## src/rtl/reset_request_gen.sv

```systemverilog
// Merges push-button, software and watchdog reset sources into one fixed-width
// active-low reset request on the free-running board clock, and records the cause.
module reset_request_gen #(
  parameter int unsigned DEBOUNCE_CYCLES = 270000,
  parameter int unsigned PULSE_CYCLES    = 2700,
  parameter int unsigned WDT_CYCLES      = 27000000,
  parameter bit          WDT_EN          = 1'b1
) (
  input  logic       clk_in,
  input  logic       rst_n_in,
  input  logic       btn_n,
  input  logic       sw_req,
  input  logic       wdt_kick,
  output logic       rst_req_n,
  output logic [1:0] cause,
  output logic       busy,
  output logic [1:0] state_dbg
);

  localparam int unsigned DEB_W = $clog2(DEBOUNCE_CYCLES + 1);
  localparam int unsigned PUL_W = $clog2(PULSE_CYCLES + 1);
  localparam int unsigned WDT_W = $clog2(WDT_CYCLES + 1);

  typedef enum logic [1:0] {
    ST_IDLE    = 2'd0,
    ST_ASSERT  = 2'd1,
    ST_HOLDOFF = 2'd2
  } state_t;

  state_t           state;
  logic             btn_s1;
  logic             btn_s2;
  logic             btn_deb;
  logic             btn_deb_q;
  logic [DEB_W-1:0] deb_cnt;
  logic [PUL_W-1:0] pulse_cnt;
  logic [WDT_W-1:0] wdt_cnt;
  logic             press_evt;
  logic             wdt_timeout;
  logic [1:0]       evt_cause;
  logic             evt_any;

  assign state_dbg   = state;
  assign press_evt   = btn_deb_q & ~btn_deb;
  assign wdt_timeout = WDT_EN && (state == ST_IDLE) &&
                       (wdt_cnt == WDT_W'(WDT_CYCLES - 1)) && !wdt_kick;

  // Simultaneous events resolve as button > watchdog > software.
  always_comb begin
    evt_cause = 2'b00;
    if (press_evt)        evt_cause = 2'b01;
    else if (wdt_timeout) evt_cause = 2'b11;
    else if (sw_req)      evt_cause = 2'b10;
  end

  assign evt_any = (evt_cause != 2'b00);

  always_ff @(posedge clk_in or negedge rst_n_in) begin
    if (!rst_n_in) begin
      btn_s1    <= 1'b1;
      btn_s2    <= 1'b1;
      btn_deb   <= 1'b1;
      btn_deb_q <= 1'b1;
      deb_cnt   <= '0;
    end else begin
      btn_s1    <= btn_n;
      btn_s2    <= btn_s1;
      btn_deb_q <= btn_deb;
      if (btn_s2 != btn_deb) begin
        if (deb_cnt == DEB_W'(DEBOUNCE_CYCLES - 1)) begin
          btn_deb <= btn_s2;
          deb_cnt <= '0;
        end else begin
          deb_cnt <= deb_cnt + DEB_W'(1);
        end
      end else begin
        deb_cnt <= '0;
      end
    end
  end

  // Clearing on any accepted event also covers the terminal count, so no wrap.
  always_ff @(posedge clk_in or negedge rst_n_in) begin
    if (!rst_n_in) begin
      wdt_cnt <= '0;
    end else if (!WDT_EN || state != ST_IDLE || wdt_kick || evt_any) begin
      wdt_cnt <= '0;
    end else begin
      wdt_cnt <= wdt_cnt + WDT_W'(1);
    end
  end

  always_ff @(posedge clk_in or negedge rst_n_in) begin
    if (!rst_n_in) begin
      state     <= ST_IDLE;
      rst_req_n <= 1'b1;
      busy      <= 1'b0;
      cause     <= 2'b00;
      pulse_cnt <= '0;
    end else begin
      case (state)
        ST_IDLE: begin
          if (evt_any) begin
            state     <= ST_ASSERT;
            cause     <= evt_cause;
            rst_req_n <= 1'b0;
            busy      <= 1'b1;
            pulse_cnt <= '0;
          end
        end
        ST_ASSERT: begin
          if (pulse_cnt == PUL_W'(PULSE_CYCLES - 1)) begin
            state     <= ST_HOLDOFF;
            rst_req_n <= 1'b1;
          end else begin
            pulse_cnt <= pulse_cnt + PUL_W'(1);
          end
        end
        ST_HOLDOFF: begin
          // A held button keeps us here so one press yields exactly one pulse.
          if (btn_deb) begin
            state <= ST_IDLE;
            busy  <= 1'b0;
          end
        end
        default: begin
          state     <= ST_IDLE;
          rst_req_n <= 1'b1;
          busy      <= 1'b0;
        end
      endcase
    end
  end

endmodule

```

## config.mk

```make
export PLATFORM = sky130hd
export DESIGN_NAME = reset_request_gen
export DESIGN_NICKNAME = d
export VERILOG_FILES = /design/src/rtl/reset_request_gen.sv
export SDC_FILE = /design/constraint.sdc
export NUM_CORES = 1
export LEC_CHECK = 0
export ABC_AREA = 1
export CORE_UTILIZATION = 50
export CTS_BUF_LIST = sky130_fd_sc_hd__clkbuf_4
export CTS_CLUSTER_DIAMETER = 40
export DETAILED_ROUTE_END_ITERATION = 16
export MAX_ROUTING_LAYER = met4
export PLACE_DENSITY = 0.67
export SLEW_MARGIN = 15
export SYNTH_ARGS = -nofsm -noshare
export SYNTH_HDL_FRONTEND = slang
export SYNTH_SLANG_ARGS = --single-unit
```

## constraint.sdc

```tcl
create_clock -name clk_in -period 5.1 [get_ports clk_in]
set_clock_uncertainty 0.15 [all_clocks]
set_input_delay 1.275 -clock clk_in [delete_from_list [all_inputs] [get_ports clk_in]]
set_output_delay 1.275 -clock clk_in [all_outputs]
set_load 0.05 [all_outputs]
```

# Word-level counts from Yosys, hierarchy flattened
# Index checks and enable logic that the tools add are counted.
[op_classes]
add_sub_neg = 3
eq_ne = 10
n_mux = 19
n_bitwise = 4
n_reduce_logical = 15
[ops]
columns = ["op", "count"]
rows = [
  ["$mux 19", 2],
  ["$add 25x1->25 const B", 1],
  ["$eq 25x25->1 const B", 1],
  ["$mux 25", 1],
  ["$mux 12", 2],
  ["$pmux 12 s2", 1],
  ["$add 19x1->19 const B", 1],
  ["$eq 19x19->1 const B", 1],
  ["$add 12x1->12 const B", 1],
  ["$eq 12x12->1 const B", 1],
  ["$mux 2", 6],
  ["$reduce_and 3->1", 4],
  ["$ne 2x2->1 const B", 4],
  ["$pmux 1 s3", 2],
  ["$pmux 2 s3", 1],
  ["$reduce_bool 2->1", 3],
  ["$mux 1", 4],
  ["$reduce_and 2->1", 2],
  ["$not 1->1", 3],
  ["$eq 2x1->1 const B", 1],
  ["$eq 2x2->1 const B", 1],
  ["$logic_and 1x1->1", 2],
  ["$logic_not 2->1", 1],
  ["$logic_or 1x1->1", 2],
  ["other kinds (3)", 3],
]
[totals]
reg_bits = 66
input_bits = 5
output_inout_bits = 6
elab_cells = 62

# Longest topological paths before layout
[logic_depth]
depth_word = 8
mapped_depth = 11
ltp_nobuf = 10

# Worst setup path after synthesis
# No wires, ideal clock.
[synth_path]
path_type = "input to register"
startpoint = "input wdt_kick"
endpoint = "register pulse_cnt[7]"
setup_ns = 0.117
t_arrival_ns = 2.014
required_ns = 4.833
slack_ns = 2.819
cell_stages = 9
n_path_buf = 1
cell_sequence = "nor2_1 > nand3_1 > nor2_2 > nand2_2 > nand3_4 > nand2_4 > buf_6 > nand2_1 > nand2_1"
[synth_via]
elab_chain_len = 7
[synth_lines]
columns = ["item", "line_no", "text"]
rows = [
  ["start, declared", "13", "input logic wdt_kick,"],
  ["$logic_not 1->1", "46", "(wdt_cnt == WDT_W'(WDT_CYCLES - 1)) && !wdt_kick;"],
  ["$logic_and 1x1->1", "46", ""],
  ["$mux 2", "52", "else if (wdt_timeout) evt_cause = 2'b11;"],
  ["$mux 2", "51", "if (press_evt) evt_cause = 2'b01;"],
  ["$reduce_bool 2->1", "56", "assign evt_any = (evt_cause != 2'b00);"],
  ["$ne 2x2->1 (no source line)", "-", ""],
  ["$reduce_and 3->1 (no source line)", "-", ""],
  ["end signal, assigned", "116", "pulse_cnt <= pulse_cnt + PUL_W'(1);"],
  ["end, declared", "36", "logic [PUL_W-1:0] pulse_cnt;"],
]
# No other way between the ends.
# A chain may end at the register's enable or synchronous reset.

# Final worst setup path
[layout_path]
startpoint = "register rst_req_n"
endpoint = "output rst_req_n"
[layout_lines]
columns = ["item", "line_no", "text"]
rows = [
  ["start, declared", "14", "output logic rst_req_n,"],
  ["start signal, assigned", "96", "rst_req_n <= 1'b1;"],
  ["start signal, assigned", "106", "rst_req_n <= 1'b0;"],
  ["start signal, assigned", "114", "rst_req_n <= 1'b1;"],
]
# No word-level cell between the ends.

==> reports/qor.log <==
qor: setup_path.worst_path_max_delay_cell sky130_fd_sc_hd__clkdlybuf4s50_1
qor: setup_path.critical_path.n_buffers_inverters 1
qor: sta.min_period_over_period 61.9%
qor: sta.rsz0062_at_grt no
qor: drt.antenna_left 0
qor: floorplanning.dieArea 0.00783 mm^2
qor: pwr.power_density 233 mW/mm^2
qor: setup_path.slowest_delay 0.79 ns
qor: cts.cts_resized 0
qor: drt.detail_route.wirelength 7780 um
qor: drt.detail_route.drc_violations 0
qor: floorplanning.core_area 0.00725 mm^2
qor: synthesis.synth_cells 521
qor: setup_path.critical_path.cell_chain clkdlybuf4s50_1
qor: drt.detailroute.via_count 3220
qor: place.gpl_wtd_cong 0.884
qor: setup_path.critPathTopFamily buffers and inverters
qor: global_routing.vias_in_the_first_global_route 2955
qor: cts.root_buffer_cell sky130_fd_sc_hd__clkbuf_4
qor: setup_path.required 3.67 ns
qor: cts.cts_inserted_buffers 9
qor: setup_path.critical_path.startpoint_type flip-flop
qor: setup_path.critical_path_class reg2out
qor: layout.post_route_cells_drive_above_1_share 7.18%
qor: pwr.p_leak 1.81 nW
qor: synthesis.syn_area_per_cell 7.18 um^2
qor: flow_run.timing.max_cap.violations 0
qor: sta.finalSetupViolations 0
qor: setup_path.sort_of_element_at_the_end_of_the_critical_path output pin
qor: synthesis.yosysWarnings 0
qor: synthesis.synth.cell_area 0.00374 mm^2
qor: sta.worst_slew_pin_slew 0.675 ns
qor: drt.wl_per_cell 12.1 um
qor: synthesis.postSynthRegisterBits 66
qor: layout.final_net_count 546
qor: drt.post_drt_via_cell_ratio 5.02
qor: sta.timing.final.ws_setup 1.94 ns
qor: drt.firstDrtPassIters 4
qor: drt.drt_first_iter_violations 162
qor: cts.cts_tree yes
qor: synthesis.netlist_top_cells_area sky130_fd_sc_hd__dfrtp_1, sky130_fd_sc_hd__nand2_1, sky130_fd_sc_hd__nor2_1
qor: place.numPortBuffers 10
qor: cts.clock_pin_slew_on_the_worst_setup_and_hold_paths 0.10 ns
qor: cts.post-cts-setup-buffer-count 0
qor: pwr.vdd.ir_drop.worst 0.134 mV
qor: cts.clock_latency_on_the_worst_skew_pair 0.41 ns
qor: global_routing.antenna_found_initial 0
qor: min_path.hp-class reg2reg
qor: sta.timing_max_transition_violations_final 0
qor: synthesis.synth_top_cell_area_share 40.8%
qor: sta.max_freq 0.317 GHz
qor: sta.finalWorstPathRequiredPeriod 3.16 ns
qor: global_routing.grt_usage 23.0%
qor: floorplanning.fp.dieH 88.5 um
qor: setup_path.critPathMaxFanout 2
qor: synthesis.synth.largest_area_cell sky130_fd_sc_hd__dfrtp_1
qor: place.post-dp-hpwl 5710 um
qor: place.place_worst_setup_slack 1.92 ns
qor: global_routing.grt_max_degree 39
qor: floorplanning.floorplan.initialDensity 51.6%
qor: cts.cts_hold_repair.buffers 0
qor: sta.timing_hold_violations_final 0
qor: layout.diodes 0
qor: global_routing.global_route_wire_length_before_repair 13300 um
qor: synthesis.yosysSeqAreaShare 44.3%
qor: floorplanning.design.portCount 11
qor: sta.fin_tns_setup 0 ns
qor: floorplanning.row_count 31
qor: synthesis.synthesis.nets 529
qor: sta.relative_slew_slack 55.0%
qor: floorplanning.fp.dieW 88.5 um
qor: cts.htree_levels 3
qor: cts.tritoncts_num_sinks 66
qor: cts.max-clock-path-buffers 2
qor: setup_path.worst_ep_arrival_time 1.73 ns
qor: synthesis.synth_cell_types 32
qor: global_routing.grt_overflow_total 0
qor: outcome.outcome finished, final reports clean
qor: layout.syn_to_final_growth 9.37%
synthesized netlist by cell type:
master and instances:
sky130_fd_sc_hd__nor2_4 1, sky130_fd_sc_hd__buf_4 2, sky130_fd_sc_hd__dfrtp_1 61, sky130_fd_sc_hd__inv_1 61
sky130_fd_sc_hd__nor3_1 19, sky130_fd_sc_hd__o21bai_1 1, sky130_fd_sc_hd__buf_2 1, sky130_fd_sc_hd__nand3b_1 3
sky130_fd_sc_hd__nand4_2 1, sky130_fd_sc_hd__and2_1 1, sky130_fd_sc_hd__nand2_4 1, sky130_fd_sc_hd__nor2_2 6
sky130_fd_sc_hd__inv_2 1, sky130_fd_sc_hd__nand4_1 14, sky130_fd_sc_hd__nand2_2 3, sky130_fd_sc_hd__or2_2 1
sky130_fd_sc_hd__clkbuf_1 1, sky130_fd_sc_hd__nor3b_1 3, sky130_fd_sc_hd__a21oi_1 9, sky130_fd_sc_hd__dfstp_2 5
sky130_fd_sc_hd__a31oi_1 1, sky130_fd_sc_hd__nand2_1 164, sky130_fd_sc_hd__o21ai_2 1, sky130_fd_sc_hd__buf_6 1
sky130_fd_sc_hd__nor4_2 1, sky130_fd_sc_hd__xor2_1 13, sky130_fd_sc_hd__ha_1 3, sky130_fd_sc_hd__xnor2_1 7
sky130_fd_sc_hd__nand3_4 1, sky130_fd_sc_hd__nand3_1 39, sky130_fd_sc_hd__o21ai_0 4, sky130_fd_sc_hd__nor2_1 91
kinds of logic (layout without fill, tap and decap cells):
family,Yosys count,after routing,share of synthesized area [%]
AOI/OAI and AO/OA,16,16,2.34
DFF,66,66,44.3
xor gates and xnor gates,20,20,4.68
buffers and inverters,67,89,7.16
adders and majority gates,3,3,1.00
and+or+nand+nor,349,349,40.5
registers in the layout, summed over array words and instances, names as in the netlist:
signal,count
wdt_cnt,25
cause,2
busy,1
btn_deb_q,1
btn_deb,1
pulse_cnt,12
rst_req_n,1
state_dbg,2
btn_s1,1
btn_s2,1
deb_cnt,19
placed cells by master (no fill, tap or decap), types with 12 or more instances in the layout:
cell type                  instances
sky130_fd_sc_hd__clkbuf_4         12
sky130_fd_sc_hd__dfrtp_1          61
sky130_fd_sc_hd__inv_1            61
sky130_fd_sc_hd__nand2_1         164
sky130_fd_sc_hd__nand3_1          39
sky130_fd_sc_hd__nand4_1          14
sky130_fd_sc_hd__nor2_1           91
sky130_fd_sc_hd__nor3_1           19
sky130_fd_sc_hd__xor2_1           13
per-layer routing:
metal  vias to the layer above  wire, um  track usage, %
li1                       1667         -               -
met1                      1481      3860            30.7
met2                        57      3500            34.2
met3                        15       269            4.38
met4                         0       156            9.53
met5                         -         0               -
per-stage QoR:
stage               utilization, %  hold slack (ns)  power (mW)  area (um^2)  cells
floorplan                        -            0.195       0.545         3740    521
global placement              54.2            0.203       0.562         3930    626
detailed placement            54.2            0.202       0.562         3930    626
CTS                           56.4            0.217       0.966         4090    642
global route                  56.4            0.222       0.991         4090    642
finish                        56.4            0.215       0.953         4090    642
power breakdown:
| part | leakage, nW | internal [mW] | total, mW | switching, mW |
|---|---|---|---|---|
| Combinational | 0.862 | 0.00537 | 0.0217 | 0.0163 |
| Sequential | 0.855 | 0.526 | 0.529 | 0.00252 |
| Clock | 0.0890 | 0.214 | 0.402 | 0.188 |
area by class of cell:
| type | instances | area [um^2] |
|---|---|---|
| Fill cell | 719 | 3160 |
| Multi-Input combinational cell | 388 | 1810 |
| Sequential cell | 66 | 1660 |
| Inverter | 62 | 233 |
| Tap cell | 99 | 124 |
| Timing Repair Buffer | 11 | 103 |
| Clock buffer | 12 | 90.1 |
| Clock inverter | 4 | 68.8 |
path summary, 6_finish.rpt:
path | startpoint | end | slack, ns | cells after the start
worst max-delay path | rst_req_n$_DFFE_PN1P_ | rst_req_n | 1.94 | 1
worst min-delay path | btn_s1$_DFF_PN1_ | btn_s2$_DFF_PN1_ | 0.22 | 0
worst max register to register | wdt_cnt[0]$_DFF_PN0_ | wdt_cnt[23]$_DFF_PN0_ | 2.84 | 8
worst min register to register | btn_s1$_DFF_PN1_ | btn_s2$_DFF_PN1_ | 0.22 | 0
max in group asynchronous | rst_n_in | btn_s1$_DFF_PN1_ | 3.09 | 2
min in group asynchronous | rst_n_in | wdt_cnt[24]$_DFF_PN0_ | 0.74 | 1
Power figures use the tool's default switching activity.
